===== config.mk =====
export PLATFORM = sky130hd
export DESIGN_NAME = llsc_monitor_flat
export DESIGN_NICKNAME = d
export VERILOG_FILES = /design/src/rtl/llsc_monitor_if.sv /design/src/rtl/llsc_monitor.sv /design/src/flat_wrapper.sv
export SDC_FILE = /design/constraint.sdc
export NUM_CORES = 1
export LEC_CHECK = 0
export CORE_ASPECT_RATIO = 0.9
export CORE_MARGIN = 2
export CORE_UTILIZATION = 40
export DETAILED_ROUTE_END_ITERATION = 10
export GPL_TIMING_DRIVEN = 1
export PLACE_DENSITY = 0.78
export SKIP_LAST_GASP = 1
export SYNTH_ARGS = -nofsm -noshare
export SYNTH_HDL_FRONTEND = slang
export SYNTH_SLANG_ARGS = --single-unit

===== constraint.sdc =====
create_clock -name clk -period 2.2 [get_ports clk]
set_input_delay 0.33 -clock clk [delete_from_list [all_inputs] [get_ports clk]]
set_output_delay 0.33 -clock clk [all_outputs]
set_load 0.1 [all_outputs]

===== src/rtl/llsc_monitor_if.sv =====
// ============================================================================
//  Module      : llsc_monitor_if
//  Description : LL/SC monitor bus - MEM-stage requests, external stores and
//                reservation/SC result signals.
//  Revision    : 1.0
// ============================================================================
`default_nettype none

interface llsc_monitor_if #(
  parameter int NUM_CH = 2,
  parameter int ADDR_W = 32
);
  logic [NUM_CH-1:0]        ll_valid;
  logic [NUM_CH-1:0]        sc_valid;
  logic [NUM_CH*ADDR_W-1:0] acc_addr;
  logic [NUM_CH-1:0]        flush;
  logic                     st_valid;
  logic [ADDR_W-1:0]        st_addr;
  logic [NUM_CH-1:0]        resv_valid;
  logic [NUM_CH-1:0]        sc_pass;
  logic [NUM_CH-1:0]        sc_fail;
  logic [NUM_CH*16-1:0]     sc_fail_cnt;

  modport master (
    output ll_valid, sc_valid, acc_addr, flush, st_valid, st_addr,
    input  resv_valid, sc_pass, sc_fail, sc_fail_cnt
  );

  modport slave (
    input  ll_valid, sc_valid, acc_addr, flush, st_valid, st_addr,
    output resv_valid, sc_pass, sc_fail, sc_fail_cnt
  );
endinterface

`default_nettype wire


===== src/rtl/llsc_monitor.sv =====
// ============================================================================
//  Module      : llsc_monitor
//  Description : Multi-channel LL/SC reservation monitor with same-cycle SC
//                arbitration, store/flush/timeout invalidation.
//                Optional macro LLSC_STATS_EN enables SC failure counters.
//  Revision    : 1.0
// ============================================================================
`default_nettype none

module llsc_monitor #(
  parameter int NUM_CH    = 2,
  parameter int ADDR_W    = 32,
  parameter int GRAN_LOG2 = 4,
  parameter int TMO_W     = 10,
  parameter int TMO_MAX   = 1000
) (
  input  wire logic      clk,
  input  wire logic      rst,
  llsc_monitor_if.slave  bus
);

  localparam int               GRAN_W   = ADDR_W - GRAN_LOG2;
  localparam bit               TMO_EN   = (TMO_MAX != 0);
  localparam logic [TMO_W-1:0] TMO_LAST = TMO_W'((TMO_MAX == 0) ? 0 : TMO_MAX - 1);

  logic [NUM_CH-1:0]             resv_valid_q, resv_valid_d;
  logic [NUM_CH-1:0][GRAN_W-1:0] resv_gran_q, resv_gran_d;
  logic [NUM_CH-1:0][TMO_W-1:0]  tmo_cnt_q, tmo_cnt_d;

  logic [NUM_CH-1:0][GRAN_W-1:0] acc_gran;
  logic [GRAN_W-1:0]             st_gran;
  logic [NUM_CH-1:0]             cand;
  logic [NUM_CH-1:0]             sc_pass;
  logic [NUM_CH-1:0]             sc_fail;
  logic [NUM_CH-1:0]             kill;
  logic [NUM_CH-1:0]             tmo_hit;
  logic                          unused_lsb;

  always_comb begin
    acc_gran   = '0;
    unused_lsb = ^bus.st_addr[GRAN_LOG2-1:0];
    for (int i = 0; i < NUM_CH; i++) begin
      acc_gran[i] = bus.acc_addr[i*ADDR_W+GRAN_LOG2 +: GRAN_W];
      unused_lsb  = unused_lsb ^ (^bus.acc_addr[i*ADDR_W +: GRAN_LOG2]);
    end
  end

  assign st_gran = bus.st_addr[ADDR_W-1:GRAN_LOG2];

  // Lowest-index candidate wins among SCs targeting the same granule.
  always_comb begin
    cand    = '0;
    sc_pass = '0;
    for (int i = 0; i < NUM_CH; i++) begin
      cand[i] = bus.sc_valid[i] & resv_valid_q[i] & ~bus.flush[i] &
                (acc_gran[i] == resv_gran_q[i]);
    end
    for (int i = 0; i < NUM_CH; i++) begin
      sc_pass[i] = cand[i];
      for (int j = 0; j < NUM_CH; j++) begin
        if ((j < i) && cand[j] && (acc_gran[j] == acc_gran[i])) begin
          sc_pass[i] = 1'b0;
        end
      end
    end
  end

  assign sc_fail = bus.sc_valid & ~sc_pass;

  // A passing SC kills other channels' matching reservations, never its own.
  always_comb begin
    kill = '0;
    for (int k = 0; k < NUM_CH; k++) begin
      if (resv_valid_q[k]) begin
        if (bus.st_valid && (st_gran == resv_gran_q[k])) begin
          kill[k] = 1'b1;
        end
        for (int j = 0; j < NUM_CH; j++) begin
          if ((j != k) && sc_pass[j] && (acc_gran[j] == resv_gran_q[k])) begin
            kill[k] = 1'b1;
          end
        end
      end
    end
  end

  always_comb begin
    tmo_hit = '0;
    for (int i = 0; i < NUM_CH; i++) begin
      tmo_hit[i] = TMO_EN && (tmo_cnt_q[i] == TMO_LAST);
    end
  end

  always_comb begin
    resv_valid_d = resv_valid_q;
    resv_gran_d  = resv_gran_q;
    tmo_cnt_d    = tmo_cnt_q;
    for (int i = 0; i < NUM_CH; i++) begin
      if (bus.flush[i]) begin
        resv_valid_d[i] = 1'b0;
        tmo_cnt_d[i]    = '0;
      end else if (bus.ll_valid[i] && !bus.sc_valid[i]) begin
        resv_valid_d[i] = 1'b1;
        resv_gran_d[i]  = acc_gran[i];
        tmo_cnt_d[i]    = '0;
      end else if (bus.sc_valid[i] || kill[i] || (resv_valid_q[i] && tmo_hit[i])) begin
        resv_valid_d[i] = 1'b0;
        tmo_cnt_d[i]    = '0;
      end else if (resv_valid_q[i]) begin
        tmo_cnt_d[i]    = tmo_cnt_q[i] + 1'b1;
      end
    end
  end

  always_ff @(posedge clk or negedge rst) begin
    if (!rst) begin
      resv_valid_q <= '0;
      resv_gran_q  <= '0;
      tmo_cnt_q    <= '0;
    end else begin
      resv_valid_q <= resv_valid_d;
      resv_gran_q  <= resv_gran_d;
      tmo_cnt_q    <= tmo_cnt_d;
    end
  end

  assign bus.resv_valid = resv_valid_q;
  assign bus.sc_pass    = sc_pass;
  assign bus.sc_fail    = sc_fail;

`ifdef LLSC_STATS_EN
  logic [NUM_CH-1:0][15:0] fail_cnt_q, fail_cnt_d;

  always_comb begin
    fail_cnt_d = fail_cnt_q;
    for (int i = 0; i < NUM_CH; i++) begin
      if (sc_fail[i] && (fail_cnt_q[i] != 16'hFFFF)) begin
        fail_cnt_d[i] = fail_cnt_q[i] + 16'd1;
      end
    end
  end

  always_ff @(posedge clk or negedge rst) begin
    if (!rst) begin
      fail_cnt_q <= '0;
    end else begin
      fail_cnt_q <= fail_cnt_d;
    end
  end

  assign bus.sc_fail_cnt = fail_cnt_q;
`else
  assign bus.sc_fail_cnt = '0;
`endif

endmodule

`default_nettype wire


===== src/flat_wrapper.sv =====
// flat-port wrapper written by rule: the top's interface ports become plain ports
module llsc_monitor_flat 
#(
  parameter int NUM_CH    = 2,
  parameter int ADDR_W    = 32,
  parameter int GRAN_LOG2 = 4,
  parameter int TMO_W     = 10,
  parameter int TMO_MAX   = 1000
)
  (clk, rst, bus_ll_valid, bus_sc_valid, bus_acc_addr, bus_flush, bus_st_valid, bus_st_addr, bus_resv_valid, bus_sc_pass, bus_sc_fail, bus_sc_fail_cnt);
  llsc_monitor_if #(.NUM_CH(NUM_CH), .ADDR_W(ADDR_W)) bus_i ();
  input  wire logic clk;
  input  wire logic rst;
  input wire logic [$bits(bus_i.ll_valid)-1:0] bus_ll_valid;
  input wire logic [$bits(bus_i.sc_valid)-1:0] bus_sc_valid;
  input wire logic [$bits(bus_i.acc_addr)-1:0] bus_acc_addr;
  input wire logic [$bits(bus_i.flush)-1:0] bus_flush;
  input wire logic [$bits(bus_i.st_valid)-1:0] bus_st_valid;
  input wire logic [$bits(bus_i.st_addr)-1:0] bus_st_addr;
  output wire logic [$bits(bus_i.resv_valid)-1:0] bus_resv_valid;
  output wire logic [$bits(bus_i.sc_pass)-1:0] bus_sc_pass;
  output wire logic [$bits(bus_i.sc_fail)-1:0] bus_sc_fail;
  output wire logic [$bits(bus_i.sc_fail_cnt)-1:0] bus_sc_fail_cnt;
  assign bus_i.ll_valid = bus_ll_valid;
  assign bus_i.sc_valid = bus_sc_valid;
  assign bus_i.acc_addr = bus_acc_addr;
  assign bus_i.flush = bus_flush;
  assign bus_i.st_valid = bus_st_valid;
  assign bus_i.st_addr = bus_st_addr;
  assign bus_resv_valid = bus_i.resv_valid;
  assign bus_sc_pass = bus_i.sc_pass;
  assign bus_sc_fail = bus_i.sc_fail;
  assign bus_sc_fail_cnt = bus_i.sc_fail_cnt;
  llsc_monitor #(.NUM_CH(NUM_CH), .ADDR_W(ADDR_W), .GRAN_LOG2(GRAN_LOG2), .TMO_W(TMO_W), .TMO_MAX(TMO_MAX)) u_core (.clk(clk), .rst(rst), .bus(bus_i));
endmodule

# ---- Word level (Yosys, flattened, before mapping)
# Cells that the tools add are included.
dict set report totals {
  ff_bits 78
  inputBits 105
}
dict set report op_classes {
  eq_ne 9
  bitwise 10
  n_addsub 2
  n_reduce_logical 21
  mux 21
}
# op count
set op_table {}
lappend op_table {{$eq A28 B28 Y1} 7}
lappend op_table {{$mux W10} 8}
lappend op_table {{$add A10 B1 Y10 const B} 2}
lappend op_table {{$eq A10 B10 Y1 const B} 2}
lappend op_table {{$mux W1} 13}
lappend op_table {{$logic_and A1 B1 Y1} 9}
lappend op_table {{$reduce_bool A4 Y1} 2}
lappend op_table {{$and A1 B1 Y1} 6}
lappend op_table {{$reduce_bool A3 Y1} 2}
lappend op_table {{$logic_or A1 B1 Y1} 4}
lappend op_table {{$reduce_and A2 Y1} 2}
lappend op_table {{$and A2 B2 Y2} 1}
lappend op_table {{$logic_not A1 Y1} 2}
lappend op_table {{$not A1 Y1} 2}
lappend op_table {{$not A2 Y2} 1}

# ---- Longest topological paths before layout
dict set report depth {
  depth_word 13
  ltp_mapped 8
}

# ---- Least setup slack after synthesis
# No wires, ideal clock.
dict set report synth_path {
  path_kind {reg-to-output}
  from {register u_core.resv_valid_q[0] (netlist: u_core.bus.resv_valid[0])}
  to {output port bus_sc_fail[1]}
  required_time_ps 1870
  path_stages_with_launch 6
  slack_ps -1805
  arrival_ps 3675
  path_buffers 0
  cell_sequence {dfrtp_1 nand4b_1 nor4_1 nand4_1 and2_1 nor2b_1}
}
dict set report synth_between {
  elab_chain_len 7
}
# item line_no
set synth_lines {}
lappend synth_lines {{start, declared} llsc_monitor.sv:26} ;# logic [NUM_CH-1:0] resv_valid_q, resv_valid_d;
lappend synth_lines {{start signal, assigned} llsc_monitor.sv:121} ;# resv_valid_q <= resv_valid_d;
lappend synth_lines {{$and A1 B1 Y1 (3 in series)} llsc_monitor.sv:55} ;# cand[i] = bus.sc_valid[i] & resv_valid_q[i] & ~bus.flush[i] &
lappend synth_lines {{$logic_and A1 B1 Y1} llsc_monitor.sv:61} ;# if ((j < i) && cand[j] && (acc_gran[j] == acc_gran[i])) begin
lappend synth_lines {{$mux W1} llsc_monitor.sv:61}
lappend synth_lines {{net bus_sc_pass[1]} flat_wrapper.sv:21} ;# output wire logic [$bits(bus_i.sc_pass)-1:0] bus_sc_pass;
lappend synth_lines {{$not A2 Y2} llsc_monitor.sv:68} ;# assign sc_fail = bus.sc_valid & ~sc_pass;
lappend synth_lines {{$and A2 B2 Y2} llsc_monitor.sv:68}
lappend synth_lines {{end, declared} flat_wrapper.sv:22} ;# output wire logic [$bits(bus_i.sc_fail)-1:0] bus_sc_fail;
# The timed path passes the listed nets, and every way through them passes these cells.

# ---- Final worst setup path
dict set report layout_path {
  from {register u_core.resv_gran_q[38] in the netlist's numbering}
  to {output port bus_sc_pass[1]}
}
dict set report layout_between {
  elab_chain_len 3
}
# item line_no
set layout_lines {}
lappend layout_lines {{start, declared} llsc_monitor.sv:27} ;# logic [NUM_CH-1:0][GRAN_W-1:0] resv_gran_q, resv_gran_d;
lappend layout_lines {{start signal, assigned} llsc_monitor.sv:122} ;# resv_gran_q <= resv_gran_d;
lappend layout_lines {{$eq A28 B28 Y1} llsc_monitor.sv:56} ;# (acc_gran[i] == resv_gran_q[i]);
lappend layout_lines {{$and A1 B1 Y1} llsc_monitor.sv:55}
lappend layout_lines {{$mux W1} llsc_monitor.sv:61}
lappend layout_lines {{end, declared} flat_wrapper.sv:21}
# Every way passes these cells.

==> results.toml <==
[global_route]
grt_use_total_pct = 25.3
grt_max_degree = 39
grt_pass1_wl_mm = 28.3
overflow = 0
antenna_found_initial = 0
grt_pass1_vias = 5142

[synth]
async_reset_ff_share_pct = 100
synth_mux_area_share_pct = 11.3
synth-main-ff-cell = "dfrtp_1"
synth-seq-cells = 78
netlist_area_um2 = 5580
yosysWarnings = 0
synthAdderAreaFrac_pct = 0.448
synthCells = 535
synth-simple-area-share_pct = 13.3
yosysSeqAreaShare_pct = 35.0
synth_compound_area_share_pct = 1.86
yosysUniqueCellTypes = 35
synth_top_family_by_area = "XOR/XNOR gates"
postSynthAreaPerCell_um2 = 10.4
synthXorXnorAreaFrac_pct = 33.1
synth-edff-count = 0

[sta]
rsz0062_at_grt = "true"
final_max_slew_viol_count = 0
post-route-period-util_pct = 118
clock_skew_ns = 0.00614
hold_violations = 0
period_minus_slack_ns = 2.59
worst_slack_ns = -0.393
max_freq_mhz = 386
final-setup-viol-count = 15
whs_ns = 0.338

[placement]
io_buffers = 98
hpwl_mm = 14.3
dp.cells = 908
place_congestion = 1.03

[clock_network]
clock_latency_ns = 0.34
cts_root_buf = "clkbuf_16"
cts_tree = "yes"
cts_sinks = 78
path_clk_slew_ns = 0.06
cts_max_level = 3
clockBufferDepth = 2
cts_buffers = 9

[route]
drt_iter0_markers = 530
detail-route-antenna-nets = 0
vias = 5052
wl_mm = 19.0
vias_per_cell = 5.40
drc = 0
first_pass_iters = 5
wl_per_cell_um = 20.3

[status]
violations = "setup timing"
status = "finished with violations"

[floorplan]
die_height_um = 116
core_um2 = 13500
dieArea_um2 = 14900
rows = 40
ios = 143
start_util_pct = 41.3
dieWidth_um = 129

[worst_setup_path]
crit_required_ns = 1.87
crit_path_start = "u_core.resv_gran_q[38]"
r2r_start = "u_core.resv_gran_q[5]"
rr_worst_depth = 9
startpoint_type = "flop"
crit_type = "reg -> out"
critPathMaxFanout = 2
r2r-end = "u_core.tmo_cnt_q[2]"
worstPathArrival_ns = 2.26
cp-end-kind = "output port"
r2r_slack_ns = -0.14

[flow_run]
drv_cap = 0

[layout]
final_nets = 869
multi_input_area_um2 = 3950
fin_cells = 935
drive_above_1_share_pct = 35.6
fin_util_pct = 62.6
seqCellArea_um2 = 1960
fillerInstances = 1052
area_growth_pct = 51.5
antenna-diode-count = 0

[power_and_ir_drop]
comb_power_share_pct = 39.6
p_leak_uw = 0.00363
ir_worst_vdd_mv = 0.422
clkPwrFrac_pct = 27.8
total_power_uw = 5830
seqPwrFrac_pct = 32.5
p_switching_uw = 2120
powerDensity_nw_per_um2 = 689
internal-power_uw = 3710
switching_share_pct = 36.4

[hold_path]
whs_endpoint = "u_core.resv_gran_q[10]"
hp-class = "in -> reg"
hold_start = "bus_acc_addr[14]"
holdPathStages = 2
==> routing by layer <==
| layer | share of wire [%] | vias up | global-route usage (%) |
|---|---|---|---|
| li1 | - | 2251 | - |
| met1 | 40 | 2487 | 32.7 |
| met2 | 49 | 274 | 43.2 |
| met3 | 8.5 | 40 | 4.86 |
| met4 | 3.0 | 0 | 8.48 |
| met5 | 0 | - | 0 |
==> layout by cell type, fill, tap and decap left out, drive strengths merged, types with 3 or more instances in the layout <==
cell / count
nand2: 15
conb: 32
clkbuf: 12
nand4: 41
xnor2: 107
clkinv: 3
buf: 131
dlygate4sd2: 28
nor4: 31
nand3: 4
nor3b: 3
nor3: 7
xor2: 104
dlymetal6s2s: 11
clkdlybuf4s50: 48
mux2: 56
dfrtp: 78
o21ai: 7
nor2: 22
inv: 3
==> worst max path at each step <==
stage / end / depth (start not counted)
finish: bus_sc_pass[1] / 8
CTS: bus_sc_fail[1] / 7
detailed placement: bus_sc_fail[1] / 8
floorplan: bus_sc_fail[1] / 5
global placement: bus_sc_fail[1] / 9
global route: bus_sc_fail[1] / 7
==> final cells by class <==
type,instances,area share (%)
Timing Repair Buffer,223,23.8
Clock inverter,6,1.02
Inverter,3,0.133
Sequential cell,78,23.2
Multi-Input combinational cell,447,46.7
Clock buffer,10,2.71
Tap cell,168,2.48
==> what timing repair did <==
item                                   4_1_cts  5_1_grt
gates resized for setup                     70       58
pin swaps                                   33       26
hold buffers                                 1        0
setup endpoints to repair                   26       26
endpoints found under the hold margin       32        0
setup buffers                               19        5
==> sequential cells by signal (all words and copies together) (netlist names) <==
| signal | count |
|---|---|
| u_core.bus.resv_valid | 2 |
| u_core.tmo_cnt_q | 20 |
| u_core.resv_gran_q | 56 |
==> cells by family after synthesis <==
| group | Yosys count |
|---|---|
| XOR/XNOR | 211 |
| AND/OR/NAND/NOR | 132 |
| flip-flops | 78 |
| multiplexers | 56 |
| buffers and inverters | 41 |
| AO/OA/AOI/OAI | 14 |
| adder cells (fa/ha/maj) | 2 |
| other | 1 |
==> cells in the mapped netlist (2+ instances only) <==
cell / instances / area share [%]
xnor2_1: 107 / 17
xor2_1: 104 / 16
dfrtp_1: 78 / 35
mux2_2: 56 / 11
nand4_1: 41 / 4.6
buf_4: 32 / 4.3
nor4_1: 30 / 3.4
nor2_1: 21 / 1.4
nand2_1: 15 / 1.0
nor3_1: 7 / 0.63
o21ai_0: 7 / 0.63
nand3_1: 4 / 0.36
clkbuf_1: 3 / 0.20
inv_1: 3 / 0.20
and2_1: 2 / 0.22
buf_2: 2 / 0.18
ha_1: 2 / 0.45
nand2b_1: 2 / 0.22
nor2b_1: 2 / 0.22
nor3b_1: 2 / 0.27
==> per-stage QoR <==
| stage | setup TNS [ns] | area [µm²] | setup WS (ns) |
|---|---|---|---|
| 2_1_floorplan | -0.992 | 5720 | -0.212 |
| 3_3_place_gp | -11.67 | 7590 | -0.603 |
| 3_5_place_dp | -13.90 | 7590 | -0.652 |
| 4_1_cts | -1.87 | 8170 | -0.363 |
| 5_1_grt | -2.90 | 8460 | -0.448 |
| 6_report | -1.46 | 8460 | -0.393 |
==> worst max-delay path: stages (launching register included) <==
cell	delay, ns
dfrtp_1	0.40
xor2_1	0.19
nor4_2	0.34
buf_4	0.17
nand4_1	0.18
nor2_2	0.17
and2_4	0.19
buf_4	0.12
buf_12	0.16
==> power groups by stage <==
stage | clock network [µW] | registers [µW] | logic (µW)
after global placement | 0 | 1880 | 2010
final | 1620 | 1900 | 2310
after detailed placement | 0 | 1900 | 2030
after global routing | 1700 | 1920 | 2430
after floorplan | 0 | 1920 | 1120
after CTS | 1640 | 1870 | 2130
Power figures use the tool's default switching activity.
